### src/rtl/bf_run_ctrl.sv
// rtl/bf_run_ctrl.sv - program load / run / halt sequencer for the bf core
//
// Ports:
//   clk, resetq           clock, asynchronous active-low reset
//   load_valid/ready/data/last   program byte stream into code memory
//   start, abort          run request (level) and return-to-idle
//   code_we/waddr/wdata   code-memory write port
//   core_resetq           registered active-low reset to the core, high only in RUN
//   core_pc               core's next pc, compared against the program length
//   cycles, status        run-cycle count and result (0 none, 1 ok, 2 timeout, 3 overflow)
//   done, busy            one-cycle pulse on entering HALT; high in LOAD or RUN
`ifndef CADDR_WIDTH
`define CADDR_WIDTH 10
`endif

module bf_run_ctrl #(
  parameter int          CADDR_WIDTH = `CADDR_WIDTH,
  parameter int          CYC_W       = 24,
  parameter int unsigned MAX_CYCLES  = (32'd1 << CYC_W) - 32'd1
) (
  input  logic                   clk,
  input  logic                   resetq,
  input  logic                   load_valid,
  input  logic [7:0]             load_data,
  input  logic                   load_last,
  output logic                   load_ready,
  input  logic                   start,
  input  logic                   abort,
  output logic                   code_we,
  output logic [CADDR_WIDTH-1:0] code_waddr,
  output logic [7:0]             code_wdata,
  output logic                   core_resetq,
  input  logic [CADDR_WIDTH-1:0] core_pc,
  output logic [CYC_W-1:0]       cycles,
  output logic [1:0]             status,
  output logic                   done,
  output logic                   busy
);

  localparam int PW = CADDR_WIDTH + 1;
  localparam logic [CYC_W-1:0] TIMEOUT_AT = CYC_W'(MAX_CYCLES - 32'd1);

  localparam logic [1:0] ST_NONE     = 2'd0;
  localparam logic [1:0] ST_OK       = 2'd1;
  localparam logic [1:0] ST_TIMEOUT  = 2'd2;
  localparam logic [1:0] ST_OVERFLOW = 2'd3;

  typedef enum logic [2:0] {
    S_IDLE  = 3'd0,
    S_LOAD  = 3'd1,
    S_READY = 3'd2,
    S_RUN   = 3'd3,
    S_HALT  = 3'd4
  } state_t;

  state_t                 state, state_n;
  logic [CADDR_WIDTH-1:0] wptr, wptr_n;
  logic [PW-1:0]          prog_len, prog_len_n;
  logic [CYC_W-1:0]       cycles_n;
  logic [1:0]             status_n;
  logic                   accept, do_load, go_run;

  assign load_ready = (state == S_IDLE) || (state == S_LOAD) || (state == S_HALT);
  assign busy       = (state == S_LOAD) || (state == S_RUN);
  assign accept     = load_valid && load_ready;
  assign code_wdata = load_data;
  // A load starting from HALT begins a fresh program at address 0.
  assign code_waddr = (state == S_HALT) ? '0 : wptr;

  always_comb begin
    state_n    = state;
    wptr_n     = wptr;
    prog_len_n = prog_len;
    cycles_n   = cycles;
    status_n   = status;
    code_we    = 1'b0;
    do_load    = 1'b0;
    go_run     = 1'b0;

    case (state)
      S_IDLE, S_LOAD: do_load = accept;
      S_READY:        go_run  = start;
      S_RUN: begin
        cycles_n = cycles + CYC_W'(1);
        // Normal end is checked first so it wins over a coincident timeout.
        if ({1'b0, core_pc} == prog_len) begin
          state_n  = S_HALT;
          status_n = ST_OK;
        end else if (cycles == TIMEOUT_AT) begin
          state_n  = S_HALT;
          status_n = ST_TIMEOUT;
        end
      end
      S_HALT: begin
        go_run  = start;
        do_load = accept && !start;
      end
      default: state_n = S_IDLE;
    endcase

    if (go_run) begin
      state_n  = S_RUN;
      cycles_n = '0;
      status_n = ST_NONE;
    end

    if (do_load) begin
      code_we = 1'b1;
      wptr_n  = code_waddr + CADDR_WIDTH'(1);
      if (load_last) begin
        prog_len_n = {1'b0, code_waddr} + PW'(1);
        state_n    = S_READY;
      end else if (&code_waddr) begin
        state_n  = S_HALT;
        status_n = ST_OVERFLOW;
      end else begin
        state_n = S_LOAD;
      end
    end

    // Abort overrides everything: no write, no counter/status update, and the
    // write pointer is rewound so the next load starts at address 0.
    if (abort) begin
      state_n    = S_IDLE;
      wptr_n     = '0;
      prog_len_n = prog_len;
      cycles_n   = cycles;
      status_n   = status;
      code_we    = 1'b0;
    end
  end

  always_ff @(posedge clk or negedge resetq) begin
    if (!resetq) begin
      state       <= S_IDLE;
      wptr        <= '0;
      prog_len    <= '0;
      cycles      <= '0;
      status      <= ST_NONE;
      done        <= 1'b0;
      core_resetq <= 1'b0;
    end else begin
      state       <= state_n;
      wptr        <= wptr_n;
      prog_len    <= prog_len_n;
      cycles      <= cycles_n;
      status      <= status_n;
      done        <= (state_n == S_HALT) && (state != S_HALT);
      core_resetq <= (state_n == S_RUN);
    end
  end

endmodule

### config.mk
export PLATFORM = sky130hd
export DESIGN_NAME = bf_run_ctrl
export DESIGN_NICKNAME = d
export VERILOG_FILES = /design/src/rtl/bf_run_ctrl.sv
export SDC_FILE = /design/constraint.sdc
export NUM_CORES = 1
export LEC_CHECK = 0
export CORE_ASPECT_RATIO = 0.8
export CORE_UTILIZATION = 25
export DETAILED_ROUTE_END_ITERATION = 6
export SYNTH_ARGS = -nofsm -noshare
export SYNTH_HDL_FRONTEND = slang
export SYNTH_SLANG_ARGS = --single-unit
### constraint.sdc
create_clock -name clk -period 3 [get_ports clk]
set_input_delay 0.75 -clock clk [delete_from_list [all_inputs] [get_ports clk]]
set_output_delay 0.75 -clock clk [all_outputs]
set_load 0.01 [all_outputs]
---- After elaboration in Yosys (flattened, before gate mapping) ----
Index checks and enable logic that the tools add are counted.
operators by class
  add/subtract/negate cells ............... 3
  equal/unequal tests ..................... 9
  mux-type cells .......................... 24
  bitwise logic cells ..................... 1
  reductions and logical operators ........ 16
operators by type and width
  operator                 number
  $mux W24                 2
  $mux W10                 3
  $add A24 B1 Y24 const B  1
  $eq A24 B24 Y1 const B   1
  $mux W3                  7
  $mux W2                  7
  $add A10 B1 Y11 const B  1
  $eq A10 B11 Y1           1
  $add A10 B1 Y10 const B  1
  $reduce_and A10 Y1       1
  $eq A3 B2 Y1 const B     3
  $eq A3 B3 Y1 const B     2
  $pmux W3 S2              1
  $reduce_bool A2 Y1       2
  $reduce_or A2 Y1         2
  $reduce_or A4 Y1         1
  $eq A3 B1 Y1 const B     1
  $logic_and A1 B1 Y1      3
  $logic_not A3 Y1         1
  $logic_or A1 B1 Y1       3
  $mux W1                  3
  $ne A3 B3 Y1 const B     1
  $reduce_and A3 Y1        1
  $pmux W1 S2              1
  other kinds (3)          3
storage, ports and cells
  bits in registers ....................... 52
  logic and storage cells ................. 60

---- Logic depth before layout (Yosys ltp) ----
Gate-level depths: netlist of the first run.
  depth after elaboration ................. 10
  gate-level depth with buffers ........... 10
  gate-level depth less buffers ........... 8

---- Worst setup path before layout of the first run ----
Ideal clock, no wire load.
  path type ............................... register to register
  start point ............................. register state[0]
  end point ............................... register status[0]
  library setup time ...................... 0.131 ns
  data arrival time ....................... 2.430 ns
  required time ........................... 2.869 ns
  setup slack ............................. 0.439 ns
  cell stages (with the launch flop) ...... 11
  buffers on the path ..................... 2
  cell sequence ........................... dfrtp_1 -> buf_6 -> or3b_4 -> buf_2 -> and2_1 -> ha_1 -> and3_1 -> and4_1 -> nand2_1 -> nor3_1 -> or3_1
RTL lines
  element                 RTL line  source
  from (decl)             56        state_t state, state_n;
  from (signal assigned)  143       state <= state_n;
  $eq A3 B3 Y1            68        assign code_waddr = (state == S_HALT) ? '0 : wptr;
  $mux W10                68
  net code_waddr[0]       30        output logic [CADDR_WIDTH-1:0] code_waddr,
  $reduce_and A10 Y1      113       end else if (&code_waddr) begin
  $mux W2                 113
  $mux W2                 110       if (load_last) begin
  $mux W2                 107       if (do_load) begin
  to (signal assigned)    147       status <= status_n;
  to (decl)               35        output logic [1:0] status,
The timed path passes the listed nets, and every way through them passes these cells.
A chain may end at the register's enable or synchronous reset.

---- Worst setup path in the final report of the first run ----
  start point ............................. input abort
  end point ............................... output code_we
between the ends
  cells in the longest elaborated chain, start to end .. 1
ends and longest elaborated chain
  element      RTL line  source
  from (decl)  28        input logic abort,
  $mux W1      123       if (abort) begin
  to (decl)    29        output logic code_we,
Every way passes these cells.

==> flow_summary.toml, run 1 <==
[cells_and_area]
seq_area_mm2 = 0.00130
utilization_pct = 33.6
nets = 397
area_growth_pct = 30.3
n_antenna_cell = 0
drive_gt1_share_pct = 12.7
multi_input_area_mm2 = 0.00152
fillCellCount = 1200

[drt]
drt_iter0_markers = 128
viasPerCell = 4.74
drc = 0
detail-route-antenna-nets = 0
first_pass_iters = 4
wirelength_um = 7810
wl_per_cell_um = 15.1
dr_total_vias = 2459

[timing]
worstMarginPinSlew_ps = 560
final-max-slew-violation-count = 0
finalCriticalPeriod_ps = 2860
rsz0062_at_grt = "no"
finalSetupViolations = 0
period_share_pct = 95.2
hold_slack_ps = 369
fmax_mhz = 350
slew-limit-headroom_pct = 62.4
finalSetupTns_ps = 0
setup_ws_ps = 144
fin_skew_ps = 7.85
hold_viol_final = 0

[cts]
cts_tree = "yes"
clockBufferDepth = 2
cts_sinks = 52
numCtsBuffers = 5
cts_max_level = 2
cts_resized = 0
clockRootBuffer = "clkbuf_16"
cts_hold_buf = 0
clk-insertion-delay-late_ps = 290
clkSlewWorstSetupHoldPaths_ps = 70
postCtsSetupBuffers = 0

[logic_synthesis]
ys_types = 55
yosysTopAreaCell = "dfrtp_1"
ys.flop_type = "dfrtp_1"
synth_common_cells = "dfrtp_1, xor2_1, nand2_1, nor2_1, o21ai_0"
synthCells = 310
yosys_register_bits = 52
yosysMostFrequentCell = "dfrtp_1"
async_reset_ff_share_pct = 100
syn_nets = 337
yosysWarnings = 0
syn_area_mm2 = 0.00298
synth.avg_cell_area_um2 = 9.62
synth_area_leaders = "dfrtp_1, xor2_1, o21ai_0"
synth-edff-count = 0
synth_seq_area_share_pct = 43.6
synth_top_area_share_pct = 43.6

[global_route]
grt_use_total_pct = 13.1
grt_pass1_vias = 2455
antenna_found_initial = 0
grt.overflow.total = 0
grt_pass1_wl_um = 12600
grt_max_degree = 23

[placement]
port-buffer-count = 56
dp_slack_ps = 135
gp_congestion = 0.814
hpwlAfterDp_um = 5910

[worst_setup_path]
worstPathRequired_ps = 2250
crit_path_end_kind = "output port"
crit_path_start = "abort"
crit_arrival_ps = 2110
cp-start-kind = "input port"
critPathMaxFanout = 4
r2r_start = "state[1]"
critPathKind = "input port to output port"

[pwr]
p_int_w = 0.00135
p_leak_nw = 1.67
p_sw_w = 0.000560
power_frac_comb_pct = 23.6
sw_frac_of_total_pct = 29.3
clockPowerShare_pct = 33.9
p_seq_share_pct = 42.5
powerDensity_mw_per_mm2 = 492
finalPower_w = 0.00191
ir_drop_v = 0.000306

[die]
num_rows = 35
die_w_um = 124
fp.dieH_um = 99.7
core_region_area_mm2 = 0.0116
start_util_pct = 25.8
io_pins = 73
die_area_mm2 = 0.0124

[flow_run]
cap_violations = 0

[hold_path]
hold_path.class = "input port to asynchronous set/reset pin"

[status]
status = "finished clean"
[worst max-delay path, cell delays in order]
cell,delay (ps)
clkdlybuf4s50_1,470
inv_1,150
nand3_1,130
inv_2,70
clkdlybuf4s50_1,530
[cells in the final DEF (no fill, tap or decap), types with 8 or more instances in the layout]
cell type,Yosys,routed
buf_4,9,17
nor2_1,26,26
nand2_1,26,26
o21ai_0,24,24
nand4_1,12,12
nand3_1,14,14
dfrtp_1,52,52
a21oi_1,11,11
clkdlybuf4s50_1,0,55
xor2_1,27,27
inv_1,8,8
[registers in the layout, indices dropped and copies added (netlist names)]
signal and cells:
status 2, wptr 10, prog_len 11, cycles 24, core_resetq 1, done 1, state 3
[per-stage QoR]
stage | area, µm² | cells
2_1_floorplan | 2980 | 310
3_3_place_gp | 3720 | 511
3_5_place_dp | 3720 | 511
4_1_cts | 3880 | 519
5_1_grt | 3880 | 519
6_report | 3880 | 519
[power by group through the flow]
stage	Combinational (W)	Sequential [W]	Clock, W
after CTS	0.000453	0.000812	0.000663
final	0.000450	0.000812	0.000648
after detailed placement	0.000449	0.000825	0
after global routing	0.000498	0.000823	0.000686
after global placement	0.000445	0.000821	0
after floorplan	0.000251	0.000820	0
[logic make-up after synthesis]
group	Yosys count	synth area share, %
AND/OR/NAND/NOR	127	23.9
flip-flops	52	43.6
buffers and inverters	29	5.50
adder cells (fa/ha/maj)	3	1.26
XOR/XNOR	34	9.99
multiplexers	4	1.51
AO/OA/AOI/OAI	61	14.2
[routing by layer]
metal | track usage [%] | vias up | share of wire, % | wire [µm]
li1 | - | 1215 | - | -
met1 | 18.3 | 1194 | 50 | 3870
met3 | 2.52 | 4 | 4.2 | 331
met4 | 3.94 | 0 | 1.0 | 80
met2 | 20.4 | 46 | 45 | 3530
met5 | 0 | - | 0 | 0
[final cells by class]
type	instances	area share (%)
flip-flops and latches	52	33.5
multi-input cells	229	39.0
well taps	148	4.77
repair buffers	73	17.6
inverters	9	0.870
clock buffers	6	3.32
clock inverters	2	0.902
[worst paths after layout]
kind	to	slack (ps)	cells past startpoint
max in group asynchronous	wptr[6]	2000	2
min	wptr[8]	370	1
min in group clk	prog_len[8]	500	2
max reg2reg	core_resetq	480	8
min reg2reg	prog_len[8]	500	2
max	code_we	140	5
(Power assumes the default switching activity.)
==> inputs of run 2 (changes only) <==
- CTS_BUF_LIST: unset -> sky130_fd_sc_hd__clkbuf_2 sky130_fd_sc_hd__clkbuf_4 sky130_fd_sc_hd__clkbuf_8
- clock period: 3 -> 3.6 ns (I/O delays scaled with it)
==> flow_summary.toml, run 2 (synthesis gave the netlist of run 1 again) <==
[status]
status = "finished clean"

[cells_and_area]
layout_common_cells = "clkdlybuf4s50_1, dfrtp_1, xor2_1"
fillCellCount = 1194
final_area_mm2 = 0.00376
area_growth_pct = 26.2
final_common_cell = "clkdlybuf4s50_1"
top_register = "cycles"
n_antenna_cell = 0
reg_top3 = "cycles x24, prog_len x11, wptr x10"
nets = 388
drive_gt1_share_pct = 10.8
fin_cells = 510
largest_reg_flops = 24

[cts]
clk-insertion-delay-late_ps = 310
postCtsSetupBuffers = 0
cts_hold_buf = 0
numCtsBuffers = 5
clockRootBuffer = "clkbuf_8"
clkSlewWorstSetupHoldPaths_ps = 90
cts_sinks = 52
cts_max_level = 2
cts_tree = "yes"
cts_resized = 0
clockBufferDepth = 2

[worst_setup_path]
crit_arrival_ps = 2440
cpMaxStageDelayCell = "clkdlybuf4s50_1"
crit_top_cell = "clkdlybuf4s50_1"
regToRegSetupSlack_ps = 730
critPathKind = "input port to output port"
critPathTopFamily = "buffers and inverters"
crit_path_end_kind = "output port"
critPathMaxFanout = 6
max_stage_delay_ps = 530
cp-start-kind = "input port"
cp.depth = 5
r2r_cells = 8
crit_buf_inv = 3
crit_chain = "clkdlybuf4s50_1 > o21ai_2 > nand3_1 > inv_2 > clkdlybuf4s50_1"
worstPathRequired_ps = 2700

[timing]
finalSetupViolations = 0
period_share_pct = 92.8
slew-limit-headroom_pct = 52.2
final-max-slew-violation-count = 0
fmax_mhz = 299
hold_viol_final = 0
fin_skew_ps = 8.83
rsz0062_at_grt = "no"
setup_ws_ps = 259
finalCriticalPeriod_ps = 3340
finalSetupTns_ps = 0
worstMarginPinSlew_ps = 713

[placement]
hpwlAfterDp_um = 5790
port-buffer-count = 56
dpl_cell_area_mm2 = 0.00365
dp_slack_ps = 260
dp.cells = 502
gp_congestion = 0.800

[global_route]
antenna_found_initial = 0
grt_max_degree = 30
grt.overflow.total = 0
grt_use_total_pct = 13.0
grt_pass1_vias = 2383
grt_pass1_wl_um = 12500

[drt]
drc = 0
detail-route-antenna-nets = 0
drt_iter0_markers = 188
wl_per_cell_um = 14.8
first_pass_iters = 4
dr_total_vias = 2443
wirelength_um = 7540
viasPerCell = 4.79

[pwr]
clockPowerShare_pct = 28.5
p_seq_share_pct = 48.1
p_int_w = 0.000998
power_frac_comb_pct = 23.4
powerDensity_mw_per_mm2 = 384
sw_frac_of_total_pct = 30.9
p_sw_w = 0.000447
ir_drop_v = 0.000174
p_leak_nw = 1.60

[die]
num_rows = 35
core_region_area_mm2 = 0.0116
start_util_pct = 25.8
fp.dieH_um = 99.7
io_pins = 73
die_area_mm2 = 0.0124
die_w_um = 124

[hold_path]
hold_path.class = "register to register"
min_path_cells = 2

[flow_run]
cap_violations = 0
run 2: cell count changes in the layout (fill, tap and decap cells not counted), sizes merged:
cell and delta:
buf -9
run 2: path summary, 6_finish.rpt:
check	startpoint	endpoint
setup / recovery	start	code_we
max in group asynchronous	resetq	prog_len[9]
min in group asynchronous	resetq	wptr[3]
hold / removal	prog_len[8]	prog_len[8]
hold reg to reg	prog_len[8]	prog_len[8]
setup reg to reg	state[1]	core_resetq
run 2: power groups by stage:
stage / Combinational, W / Sequential, W / Clock (W)
CTS: 0.000342 / 0.000694 / 0.000425
global placement: 0.000335 / 0.000703 / 0
detailed placement: 0.000340 / 0.000705 / 0
floorplan: 0.000210 / 0.000684 / 0
finish: 0.000338 / 0.000695 / 0.000412
global route: 0.000377 / 0.000704 / 0.000458
run 2: area by class of cell:
type	count	area, µm²	share of cell area [%]
flip-flops and latches	52	1300	34.6
clock buffers	6	76.3	2.03
repair buffers	64	616	16.4
well taps	148	185	4.92
inverters	9	33.8	0.898
multi-input cells	229	1520	40.3
clock inverters	2	35.0	0.931
run 2: metrics by stage:
stage	power, W	utilization, %	hold WS, ps
after CTS	0.00146	32.6	513
after floorplan	0.000893	-	460
final	0.00144	32.6	505
after global placement	0.00104	31.6	480
after global routing	0.00154	32.6	543
after detailed placement	0.00105	31.6	491
run 2: metal layers:
layer | share of wire, % | wire, µm | track usage, %
met5 | 0 | 0 | 0
met4 | 1.4 | 102 | 3.75
met3 | 5.7 | 432 | 3.15
met2 | 44 | 3310 | 19.0
met1 | 49 | 3690 | 18.8
run 2: worst reg2reg max path, stage by stage, from the launching register on:
cell and delay [ps]:
dfrtp_1 530, or3b_4 550, and2_1 240, ha_1 260, and3_1 240, and4_1 260, and3_4 210, o31a_1 260
a21boi_1 220
==> inputs of run 3 (changes only) <==
- CORE_MARGIN: unset -> 1.5
==> flow_summary.toml, run 3 (synthesis gave the netlist of run 1 again) <==
[cts]
cts_sinks = 52
clk-insertion-delay-late_ps = 300
numCtsBuffers = 5
cts_max_level = 2
clockRootBuffer = "clkbuf_8"
clockBufferDepth = 2
postCtsSetupBuffers = 0
cts_resized = 0
clkSlewWorstSetupHoldPaths_ps = 90
cts_hold_buf = 0
cts_tree = "yes"

[worst_setup_path]
crit_arrival_ps = 2430
r2r_start = "state[1]"
timing.rr.end = "core_resetq"
critical_path.endpoint = "code_we"
worstPathRequired_ps = 2700
regToRegSetupSlack_ps = 670
r2r_cells = 8
crit_path_end_kind = "output port"
critPathKind = "input port to output port"
crit_path_start = "start"
cp-start-kind = "input port"
critPathMaxFanout = 6

[timing]
fin_skew_ps = 5.73
fmax_mhz = 301
period_share_pct = 92.4
finalSetupTns_ps = 0
hold_viol_final = 0
slew-limit-headroom_pct = 57.4
worstMarginPinSlew_ps = 635
final-max-slew-violation-count = 0
finalSetupViolations = 0
finalCriticalPeriod_ps = 3330
rsz0062_at_grt = "no"

[placement]
gp_congestion = 0.800
hpwlAfterDp_um = 5870
port-buffer-count = 56

[pwr]
sw_frac_of_total_pct = 32.3
powerDensity_mw_per_mm2 = 363
power_frac_comb_pct = 25.1
p_int_w = 0.000916
clockPowerShare_pct = 23.7
p_seq_share_pct = 51.2
p_leak_nw = 1.58
p_sw_w = 0.000438
ir_drop_v = 0.000176

[global_route]
grtUsageMet3_pct = 2.49
grt_use_total_pct = 12.3
antenna_found_initial = 0
grt_use_met1_pct = 17.5
grt_max_degree = 22
grt_pass1_wl_um = 12400
grt.met2_usage_pct = 19.0
grt.overflow.total = 0
grt_pass1_vias = 2346
grt_busiest_layer = "met2"

[die]
fp.dieH_um = 101
die_w_um = 125
core_region_area_mm2 = 0.0116
die_area_mm2 = 0.0126
start_util_pct = 25.8
io_pins = 73
num_rows = 35

[cells_and_area]
area_growth_pct = 25.2
top_register = "cycles"
utilization_pct = 32.3
fillCellCount = 1202
nets = 388
n_antenna_cell = 0
largest_reg_flops = 24
final_common_cell = "clkdlybuf4s50_1"
reg_top3 = "cycles x24, prog_len x11, wptr x10"
seq_area_mm2 = 0.00130
layout_common_cells = "clkdlybuf4s50_1, dfrtp_1, xor2_1"
multi_input_area_mm2 = 0.00152
drive_gt1_share_pct = 10.5

[hold_path]
hold_path.class = "input port to asynchronous set/reset pin"

[drt]
detail-route-antenna-nets = 0
wl_per_cell_um = 15.0
wirelength_um = 7620
viasPerCell = 4.77
dr_total_vias = 2426
drt_iter0_markers = 123
drc = 0
first_pass_iters = 4

[flow_run]
cap_violations = 0

[status]
status = "finished clean"
## run 3: changes by cell type in the layout (fill, tap and decap cells not counted)
cell        change
bufinv_16       -1
clkbuf_4        -1
clkinvlp_4      +1
## run 3: per-stage QoR
stage               worst slack, ps  power [W]  cell area (µm²)  std cells  hold slack (ps)
floorplan                      1040   0.000893             2980        310              460
global placement                289    0.00104             3650        502              480
detailed placement              268    0.00104             3650        502              490
CTS                             265    0.00137             3730        509              487
global route                    171    0.00144             3730        509              488
finish                          273    0.00135             3730        509              480
## run 3: worst min-delay path by stage
stage          depth (start not counted)  slack [ps]          end         from
4_1_cts                                1         490    cycles[3]       resetq
3_3_place_gp                           2         480  prog_len[2]  prog_len[2]
5_1_grt                                1         490    cycles[3]       resetq
3_5_place_dp                           2         490  prog_len[2]  prog_len[2]
2_1_floorplan                          1         460      wptr[7]      wptr[7]
6_report                               1         480      wptr[3]       resetq
## run 3: layer usage
metal	up-vias	part of all wire, %
met3	5	3.7
li1	1198	-
met5	-	0
met2	44	45
met4	0	0.97
met1	1179	50
## run 3: power groups by stage
stage | Clock (W) | Combinational (W) | Sequential (W)
6_report | 0.000321 | 0.000340 | 0.000693
5_1_grt | 0.000361 | 0.000373 | 0.000702
4_1_cts | 0.000338 | 0.000343 | 0.000692
3_5_place_dp | 0 | 0.000340 | 0.000704
3_3_place_gp | 0 | 0.000336 | 0.000702
2_1_floorplan | 0 | 0.000210 | 0.000684
## run 3: critical path, cell delays in order
cell and delay [ps]:
clkdlybuf4s50_1 470, o21ai_2 290, nand3_1 160, inv_2 80, clkdlybuf4s50_1 520
## run 3: layout make-up
class | count | share of cell area, %
sequential | 52 | 34.9
clock buffer | 5 | 1.84
clock inverter | 2 | 0.335
tap | 148 | 4.96
inverter | 9 | 0.905
multi-input combinational | 229 | 40.6
timing repair buffer | 64 | 16.5
